==> src/rtl/branch_predictor_if.sv <==
// Fetch/resolve-side bundle for the branch direction predictor.
// The master side is the core (fetch + branch resolve); the slave side is the predictor.
interface branch_predictor_if #(
    parameter int STAT_BITS = 32
);
    logic [31:0]          pred_pc;
    logic                 pred_taken;
    logic                 res_valid;
    logic                 res_branch;
    logic [31:0]          res_pc;
    logic                 res_cnd;
    logic                 res_pred;
    logic                 mispredict;
    logic [STAT_BITS-1:0] br_count;
    logic [STAT_BITS-1:0] mp_count;

    modport master (
        output pred_pc, res_valid, res_branch, res_pc, res_cnd, res_pred,
        input  pred_taken, mispredict, br_count, mp_count
    );

    modport slave (
        input  pred_pc, res_valid, res_branch, res_pc, res_cnd, res_pred,
        output pred_taken, mispredict, br_count, mp_count
    );
endinterface

==> src/rtl/branch_predictor.sv <==
// Table of 2-bit saturating direction counters with saturating branch/mispredict statistics.
// Optional gshare indexing (global history XOR PC bits) with BRANCH_PREDICTOR_GSHARE_EN.
module branch_predictor #(
    parameter int IDX_BITS  = 6,
    parameter int STAT_BITS = 32
) (
    input  logic              clk,
    input  logic              rst_n,
    branch_predictor_if.slave bp
);
    localparam int ENTRIES = 1 << IDX_BITS;

    typedef logic [1:0]           ctr_t;
    typedef logic [STAT_BITS-1:0] stat_t;
    typedef logic [IDX_BITS-1:0]  idx_t;

    function automatic ctr_t ctr_next(input ctr_t c, input logic taken);
        if (taken) return (c == 2'b11) ? c : c + 2'd1;
        else       return (c == 2'b00) ? c : c - 2'd1;
    endfunction

    function automatic stat_t sat_inc(input stat_t v);
        return (&v) ? v : v + stat_t'(1);
    endfunction

    ctr_t  tbl [ENTRIES];
    idx_t  pred_idx;
    idx_t  upd_idx;
    logic  upd;
    logic  mp_cond;
    logic  mp_p1;
    stat_t br_cnt_p1;
    stat_t mp_cnt_p1;

    assign upd     = bp.res_valid && bp.res_branch;
    assign mp_cond = upd && (bp.res_cnd != bp.res_pred);

`ifdef BRANCH_PREDICTOR_GSHARE_EN
    idx_t ghr;

    // History used for both indices is the value before this cycle's shift.
    assign pred_idx = bp.pred_pc[IDX_BITS+1:2] ^ ghr;
    assign upd_idx  = bp.res_pc[IDX_BITS+1:2] ^ ghr;

    always_ff @(posedge clk or negedge rst_n) begin
        if (!rst_n) begin
            ghr <= '0;
        end else if (upd) begin
            ghr <= {ghr[IDX_BITS-2:0], bp.res_cnd};
        end
    end
`else
    assign pred_idx = bp.pred_pc[IDX_BITS+1:2];
    assign upd_idx  = bp.res_pc[IDX_BITS+1:2];
`endif

    // Read is the pre-update table value; a same-cycle write to the same entry is not bypassed.
    assign bp.pred_taken = tbl[pred_idx][1];

    always_ff @(posedge clk or negedge rst_n) begin
        if (!rst_n) begin
            for (int i = 0; i < ENTRIES; i++) begin
                tbl[i] <= 2'b01;
            end
        end else if (upd) begin
            tbl[upd_idx] <= ctr_next(tbl[upd_idx], bp.res_cnd);
        end
    end

    // Stage p1: registered mispredict pulse and statistics, one cycle after resolve.
    always_ff @(posedge clk or negedge rst_n) begin
        if (!rst_n) begin
            mp_p1     <= 1'b0;
            br_cnt_p1 <= '0;
            mp_cnt_p1 <= '0;
        end else begin
            mp_p1 <= mp_cond;
            if (upd) begin
                br_cnt_p1 <= sat_inc(br_cnt_p1);
            end
            if (mp_cond) begin
                mp_cnt_p1 <= sat_inc(mp_cnt_p1);
            end
        end
    end

    assign bp.mispredict = mp_p1;
    assign bp.br_count   = br_cnt_p1;
    assign bp.mp_count   = mp_cnt_p1;
endmodule

==> src/flat_wrapper.sv <==
// flat-port wrapper written by rule: the top's interface ports become plain ports
module branch_predictor_flat 
#(
    parameter int IDX_BITS  = 6,
    parameter int STAT_BITS = 32
)
  (clk, rst_n, bp_pred_pc, bp_res_valid, bp_res_branch, bp_res_pc, bp_res_cnd, bp_res_pred, bp_pred_taken, bp_mispredict, bp_br_count, bp_mp_count);
  branch_predictor_if #(.STAT_BITS(STAT_BITS)) bp_i ();
  input  logic clk;
  input  logic rst_n;
  input wire logic [$bits(bp_i.pred_pc)-1:0] bp_pred_pc;
  input wire logic [$bits(bp_i.res_valid)-1:0] bp_res_valid;
  input wire logic [$bits(bp_i.res_branch)-1:0] bp_res_branch;
  input wire logic [$bits(bp_i.res_pc)-1:0] bp_res_pc;
  input wire logic [$bits(bp_i.res_cnd)-1:0] bp_res_cnd;
  input wire logic [$bits(bp_i.res_pred)-1:0] bp_res_pred;
  output wire logic [$bits(bp_i.pred_taken)-1:0] bp_pred_taken;
  output wire logic [$bits(bp_i.mispredict)-1:0] bp_mispredict;
  output wire logic [$bits(bp_i.br_count)-1:0] bp_br_count;
  output wire logic [$bits(bp_i.mp_count)-1:0] bp_mp_count;
  assign bp_i.pred_pc = bp_pred_pc;
  assign bp_i.res_valid = bp_res_valid;
  assign bp_i.res_branch = bp_res_branch;
  assign bp_i.res_pc = bp_res_pc;
  assign bp_i.res_cnd = bp_res_cnd;
  assign bp_i.res_pred = bp_res_pred;
  assign bp_pred_taken = bp_i.pred_taken;
  assign bp_mispredict = bp_i.mispredict;
  assign bp_br_count = bp_i.br_count;
  assign bp_mp_count = bp_i.mp_count;
  branch_predictor #(.IDX_BITS(IDX_BITS), .STAT_BITS(STAT_BITS)) u_core (.clk(clk), .rst_n(rst_n), .bp(bp_i));
endmodule
==> config.mk <==
export PLATFORM = sky130hd
export DESIGN_NAME = branch_predictor_flat
export DESIGN_NICKNAME = d
export VERILOG_FILES = /design/src/rtl/branch_predictor_if.sv /design/src/rtl/branch_predictor.sv /design/src/flat_wrapper.sv
export SDC_FILE = /design/constraint.sdc
export NUM_CORES = 1
export LEC_CHECK = 0
export BUFFER_PORTS_ARGS = -buffer_cell sky130_fd_sc_hd__buf_2
export CAP_MARGIN = 20
export CELL_PAD_IN_SITES_DETAIL_PLACEMENT = 1
export CELL_PAD_IN_SITES_GLOBAL_PLACEMENT = 1
export CORE_UTILIZATION = 49
export CTS_CLUSTER_DIAMETER = 30
export CTS_CLUSTER_SIZE = 30
export DETAILED_ROUTE_END_ITERATION = 7
export PLACE_DENSITY = 0.88
export SLEW_MARGIN = 5
export SYNTH_ARGS = -nofsm -noshare
export SYNTH_HDL_FRONTEND = slang
export SYNTH_SLANG_ARGS = --single-unit
==> constraint.sdc <==
create_clock -name clk -period 4.4 [get_ports clk]
set_input_delay 0 -clock clk [delete_from_list [all_inputs] [get_ports clk]]
set_output_delay 0 -clock clk [all_outputs]
set_load 0.005 [all_outputs]
==> run summary, run 1 <==
Net switching power: 1.378 mW
Slew Limit Fails: 0
Endpoint arrival time on the critical path: 3500 ps
Fill count: 2172
Post-synthesis xor/xnor area fraction: 5.538%
Slew HR: 26.44%
Deepest clock path buffer count: 2
Clock Power Share: 33.8%
Cell count after synthesis: 953
Post-CTS Resized: 0
Leak pwr: 4.685 nW
Peak supply drop: 298.8 uV
Die X: 143.5 um
Skew-Pair Late Insertion Delay: 450 ps
Via density: 6.290
Gr ovfl total: 0
Startpoint Class: input pin
Avg Cell Area, Syn: 10.29 um^2
Prevailing post-synth register cell: dfrtp_1
Synth Area in Simple Gates: 16.83%
Run status: completed
FFs w/ async S/R, synth: 100.0%
Final nets: 1088
Initial Utilization: 50.22%
Number of synthesized register bits: 193
Largest family of logic cells by synthesized area: simple AND/OR/NAND/NOR gates
Tot Pwr: 4.561 mW
Final Hold Fails: 0
Synth Net Count: 1025
Buf/Inv on CP: 3
Share of layout cells above drive strength 1: 24.10%
DRC: 0
CP endpoint kind: flop
Slowest cell on crit path: buf_2
Top delay family on crit path: buffers and inverters
Most frequent CP cell: buf_4
DR vias: 8139
WL/cell: 22.62 um
Fmax: 0.3099 GHz
Gr usage total: 30.33%
Hold crit path type: in -> reg
Reg area: 4910 um^2
# setup viols final: 0
Sequential share of power: 49.0%
RSZ-0062 raised after global routing: no
Cell area after synthesis: 9806 um^2
Final wirelength: 29260 um
Period utilisation layout: 73.34%
Clock transition at the registers of the reported paths: 70 ps
Crit path cell chain: buf_2, buf_4, mux2_2, a221o_1, a22oi_1, o221a_2, nand4b_1, o31ai_4, buf_4, a31oi_1
Pint: 3.183 mW
Largest net degree at the start of global routing: 111
EDFF count, synth: 0
Slowest cell delay on critical path: 530 ps
Area of the multi-input gates: 4521 um^2
I/O pin count: 136
Vias in the first global route: 8560
H-tree depth: 4
Worst Tran Pin Value: 1101 ps
CTS sink cnt: 193
Initial antenna violation count: 0
Worst-path fanout max: 44
Die area: 20580 um^2
Final setup TNS: 0 ps
Register area share after synthesis: 50.07%
Port Buffers: 83
Crit path kind: in -> reg
Global-route wire length before repair: 47130 um
# diodes: 0
Pwr/cell area: 415.9 nW/um^2
Inserted Clock Buffers: 17
Switching Fraction: 30.20%
Worst Skew: 10.99 ps
DP Wirelength: 18740 um
Core footprint: 19530 um^2
Yosys cell types: 58
GPL Wtd Cong: 0.8225
CTS tree: done
MaxCap Viol Count: 0
Initial DRC count: 623
DR pass1 iterations: 5
Worst path required time: 4670 ps
Die Y-Extent: 143.5 um
Synth Warn #: 0
Minimum clock period: 3227 ps
Compound-Gate Fraction of Synth Area: 13.03%
CTS Root Cell: clkbuf_16
Routed Antenna Nets: 0
Area added between synthesis and finish: 11.84%
Mux contribution to synthesized area: 10.22%
Num rows: 51
Combinational share of power: 17.2%
Synth Area in Adders: 0.2552%
## logic make-up after synthesis
| kind of cell | Yosys count |
|---|---|
| AO/OA/AOI/OAI | 195 |
| XOR/XNOR | 62 |
| adder cells (fa/ha/maj) | 2 |
| buffers and inverters | 74 |
| flip-flops | 193 |
| multiplexers | 59 |
| AND/OR/NAND/NOR | 368 |
## placed cells by master, fill, tap and decap left out, drive strengths merged, types with 7 or more instances in the layout
cell type,Yosys,final
nand3,33,33
dfrtp,129,129
mux4,32,32
inv,14,19
a21oi,12,12
and3,10,10
a31oi,135,135
xor2,26,26
nand4,11,11
mux2,9,9
and4,10,10
nor4,7,7
buf,40,101
mux2i,18,18
xnor2,36,36
nand2,38,38
a22oi,8,8
nor3,8,8
clkbuf,19,21
dfstp,64,64
o21ai,13,13
nor2,221,221
## registers in the layout, summed over array words and instances, names as in the netlist
register	count
u_core.bp.br_count	32
u_core.bp.mp_count	32
u_core.bp.mispredict	1
u_core.tbl	128
## power groups by stage
stage | clock network (mW) | registers (mW) | logic [mW]
final | 1.54 | 2.23 | 0.784
after global routing | 1.63 | 2.26 | 0.858
after CTS | 1.56 | 2.23 | 0.781
after detailed placement | 0 | 2.25 | 0.768
after global placement | 0 | 2.23 | 0.725
after floorplan | 0 | 2.20 | 0.521
## synth_stat cells, drive strengths merged (7+ instances only)
| library cell | n | area [um^2] |
|---|---|---|
| a21oi | 12 | 60.06 |
| a22oi | 8 | 60.06 |
| a31oi | 135 | 844.6 |
| and3 | 10 | 62.56 |
| and4 | 10 | 87.58 |
| buf | 40 | 270.3 |
| clkbuf | 19 | 71.32 |
| dfrtp | 129 | 3228 |
| dfstp | 64 | 1682 |
| inv | 14 | 52.55 |
| mux2 | 9 | 101.4 |
| mux2i | 18 | 180.2 |
| mux4 | 32 | 720.7 |
| nand2 | 38 | 142.6 |
| nand3 | 33 | 165.2 |
| nand4 | 11 | 68.82 |
| nor2 | 221 | 829.6 |
| nor3 | 8 | 40.04 |
| nor4 | 7 | 43.79 |
| o21ai | 13 | 65.06 |
| xnor2 | 36 | 315.3 |
| xor2 | 26 | 227.7 |
## stage by stage
step                      hold slack [ps]  cell area, um^2  util (%)  std cells  worst slack [ps]
after global routing                23.18            10970     56.16       1294             996.8
after detailed placement            177.6            10390     53.18       1261             839.7
after CTS                           28.97            10970     56.16       1294              1249
final                               29.27            10970     56.16       1294              1173
after global placement              175.8            10390     53.18       1261             951.5
after floorplan                    -295.6             9806         -        953              1848
## per-layer routing
layer | routed length, um | GRT usage, % | up-vias
met1 | 11900 | 38.52 | 4135
met5 | 0 | 0 | -
met4 | 996 | 12.82 | 0
met3 | 1917 | 7.164 | 91
li1 | - | - | 3579
met2 | 14460 | 49.74 | 334
## what timing repair did
item,CTS,global route
hold buffers,1,0
hold endpoints to repair,76,0
setup endpoints to repair,0,0
buffers inserted,0,0
## path summary, 6_finish.rpt
path	startpoint	to	slack (ps)	cells past startpoint
setup / recovery	bp_res_pc[2]	u_core.tbl[25]	1170	10
hold / removal	bp_res_pred	u_core.bp.mispredict	30	4
setup reg to reg	u_core.tbl[20]	u_core.tbl[25]	1270	8
hold reg to reg	u_core.bp.mp_count[30]	u_core.bp.mp_count[30]	490	1
max in group asynchronous	rst_n	u_core.tbl[47]	3030	3
min in group asynchronous	rst_n	u_core.tbl[97]	250	2
## layout make-up
class	instances	area share, %
clock buffer	20	4.073
clock inverter	12	1.141
inverter	15	0.5134
multi-input combinational	686	41.22
sequential	193	44.77
tap	265	3.023
timing repair buffer	103	5.260
## worst min-delay path, delay by kind of cell
| family | cells | cell delay [ps] |
|---|---|---|
| AND/OR/NAND/NOR | 1 | 170 |
| XOR/XNOR | 1 | 80 |
| buffers and inverters | 2 | 160 |
(Power assumes the default switching activity.)
==> run 2, diff against run 1 <==
CORE_UTILIZATION = 41   (was 49)
PLACE_DENSITY = 0.79   (was 0.88)
clock period = 2.7 ns   (was 4.4 ns; I/O delays follow)
==> run 2 against run 1 <==
  * The flow now finishes with violations (negative setup slack)
  * Final area increased by 7.4%
  * Final cell count is 8.7% higher
  * Flip-flop and latch count is the same
  * Critical path depth down 1
  * Hold slack better by 65 ps
  * Die area increased by 19%
  * Critical path type is now reg -> reg
  * Largest power group unchanged
  * Highest routed layer unchanged
==> run summary, run 2 (synthesis gave the netlist of run 1 again) <==
GPL Wtd Cong: 0.8648 (+5.1%)
Vias in the first global route: 8575 (+0.18%)
Worst Skew: 12.92 ps (+1.921 ps)
Worst-path fanout max: 14 (-68%)
Largest net degree at the start of global routing: 77 (-31%)
RSZ-0062 raised after global routing: yes
Routed Antenna Nets: 0 (unchanged)
Slowest cell on crit path: or4_4
Slowest cell delay on critical path: 570 ps (+40 ps)
Fin util: 50.19% (-6.0 points)
DR pass1 iterations: 5 (unchanged)
Endpoint arrival time on the critical path: 3130 ps (-370 ps)
Failing checks: negative setup slack
Leak pwr: 5.084 nW (+8.5%)
CTS Root Cell: clkbuf_16
MaxCap Viol Count: 0 (unchanged)
CTS tree: done
Most frequent cells in the layout: 219 x nor2_1, 130 x a31oi_1, 129 x dfrtp_1
Run status: finished, violations left
Share of layout cells above drive strength 1: 28.98% (+4.9 points)
Startpoint Class: flop
Core footprint: 23470 um^2 (+20%)
Worst path required time: 3010 ps (-1660 ps)
Worst Tran Pin Value: 816.9 ps (-284.2 ps)
GRT busiest layer: met2
Final nets: 1146 (+5.3%)
Largest register FFs: 128 (unchanged)
Hold crit path type: in -> reg
Buf/Inv on CP: 3 (unchanged)
Reg2Reg Depth: 9 (+1)
Initial Utilization: 41.78% (-8.4 points)
Slew Limit Fails: 0 (unchanged)
WL/cell: 22.78 um (+0.71%)
# setup viols final: 105 (+105)
Die X: 156.7 um (+9.2%)
Origin of the critical flop-to-flop path: u_core.tbl[23]
Initial antenna violation count: 0 (unchanged)
Biggest register: u_core.tbl
DP Wirelength: 19740 um (+5.4%)
Tot Pwr: 7.609 mW (+67%)
Final wirelength: 32020 um (+9.4%)
Met1 usage: 32.62% (-5.9 points)
# diodes: 0 (unchanged)
Initial DRC count: 583 (-6.4%)
Crit path kind: reg -> reg
Fill count: 2609 (+20%)
Deepest clock path buffer count: 2 (unchanged)
Hold Startpoint: bp_res_pred
I/O pin count: 136 (unchanged)
Pwr/cell area: 645.9 nW/um^2 (+55%)
GRT met2 Usage: 39.97% (-9.8 points)
Port Buffers: 83 (unchanged)
Num rows: 56 (+9.8%)
R2r setup slk: -120 ps (-1390 ps)
Gr usage total: 25.36% (-5.0 points)
DR vias: 8527 (+4.8%)
WHS: 94.37 ps (+65.10 ps)
Fmax: 0.3549 GHz
DRC: 0 (unchanged)
Met3 global-route usage: 5.511% (-1.7 points)
CTS sink cnt: 193 (unchanged)
Final setup TNS: -6110 ps (-6110 ps)
Via density: 6.065 (-3.6%)
Peak supply drop: 406.8 uV (+36%)
Worst hold path endpoint: u_core.bp.mispredict
Period utilisation layout: 104.4%
Skew-Pair Late Insertion Delay: 450 ps (about the same)
Hold depth: 4 (unchanged)
Minimum clock period: 2818 ps
Gr ovfl total: 0 (unchanged)
Most common cell after layout, fill and taps aside: nor2_1
Crit path cell chain: mux4_2, nor2b_4, o21a_1, or4_4, buf_6, o21ai_4, buf_6, clkbuf_16, a31oi_1
Clock transition at the registers of the reported paths: 80 ps (about the same)
Die area: 24540 um^2 (+19%)
H-tree depth: 4 (unchanged)
Die Y-Extent: 156.7 um (+9.2%)
PnR worst setup slack: -117.9 ps (-1291 ps)
Inserted Clock Buffers: 17 (unchanged)
Top delay family on crit path: simple AND/OR/NAND/NOR gates
CP endpoint kind: flop
Place WS: -57.17 ps (-896.9 ps)
Global-route wire length before repair: 47460 um (+0.69%)
RR Endpoint: u_core.tbl[23]
Final Hold Fails: 0 (unchanged)
Slew HR: 45.38% (+19 points)
Most frequent CP cell: buf_6
Area added between synthesis and finish: 20.13%
## run 2: report_power, final
group	switching [mW]	leakage (nW)	internal, mW
logic	0.818	2.44	0.693
clock network	1.24	0.265	1.21
registers	0.319	2.38	3.33
total	2.38	5.08	5.23
## run 2: cell type report
type	instances	area, um^2	share of cell area (%)
inverter	15	56.30	0.4780
clock inverter	14	123.9	1.052
tap	319	399.1	3.388
sequential	193	4910	41.68
clock buffer	18	429.2	3.643
timing repair buffer	161	1262	10.72
multi-input combinational	686	4599	39.04
## run 2: timing repair
| action | CTS | global route |
|---|---|---|
| gates resized for setup | 1 | 19 |
| endpoints found under the hold margin | 68 | 0 |
| cloned | 0 | 6 |
| pin swaps | 1 | 5 |
| setup buffers | 0 | 9 |
| hold buffers | 1 | 0 |
| setup endpoints to repair | 2 | 102 |
## run 2: worst max path at each step
stage                              start         endpoint  slack (ps)  cells after the start
final                     u_core.tbl[23]   u_core.tbl[23]        -120                      9
after global routing      u_core.tbl[85]   u_core.tbl[23]        -140                     10
after CTS                 u_core.tbl[23]  u_core.tbl[117]         -10                      8
after detailed placement    bp_res_pc[2]   u_core.tbl[40]         -60                     11
after global placement      bp_res_pc[2]   u_core.tbl[33]          -4                     10
after floorplan           u_core.tbl[85]  u_core.tbl[113]         150                      8
## run 2: layer usage
metal | up-vias | part of all wire [%]
met2 | 367 | 48
met3 | 106 | 6.7
li1 | 3699 | -
met5 | - | 0
met1 | 4355 | 41
met4 | 0 | 4.6
## run 2: tightest hold or removal path: stages
cell     delay (ps)
buf_2           130
xor2_1           70
nand2_1         180
inv_1           110
## run 2: metrics by stage
step	cell area (um^2)	std cells
after CTS	11470	1391
after detailed placement	10900	1358
final	11780	1406
after global routing	11780	1406
after floorplan	9806	953
after global placement	10900	1358
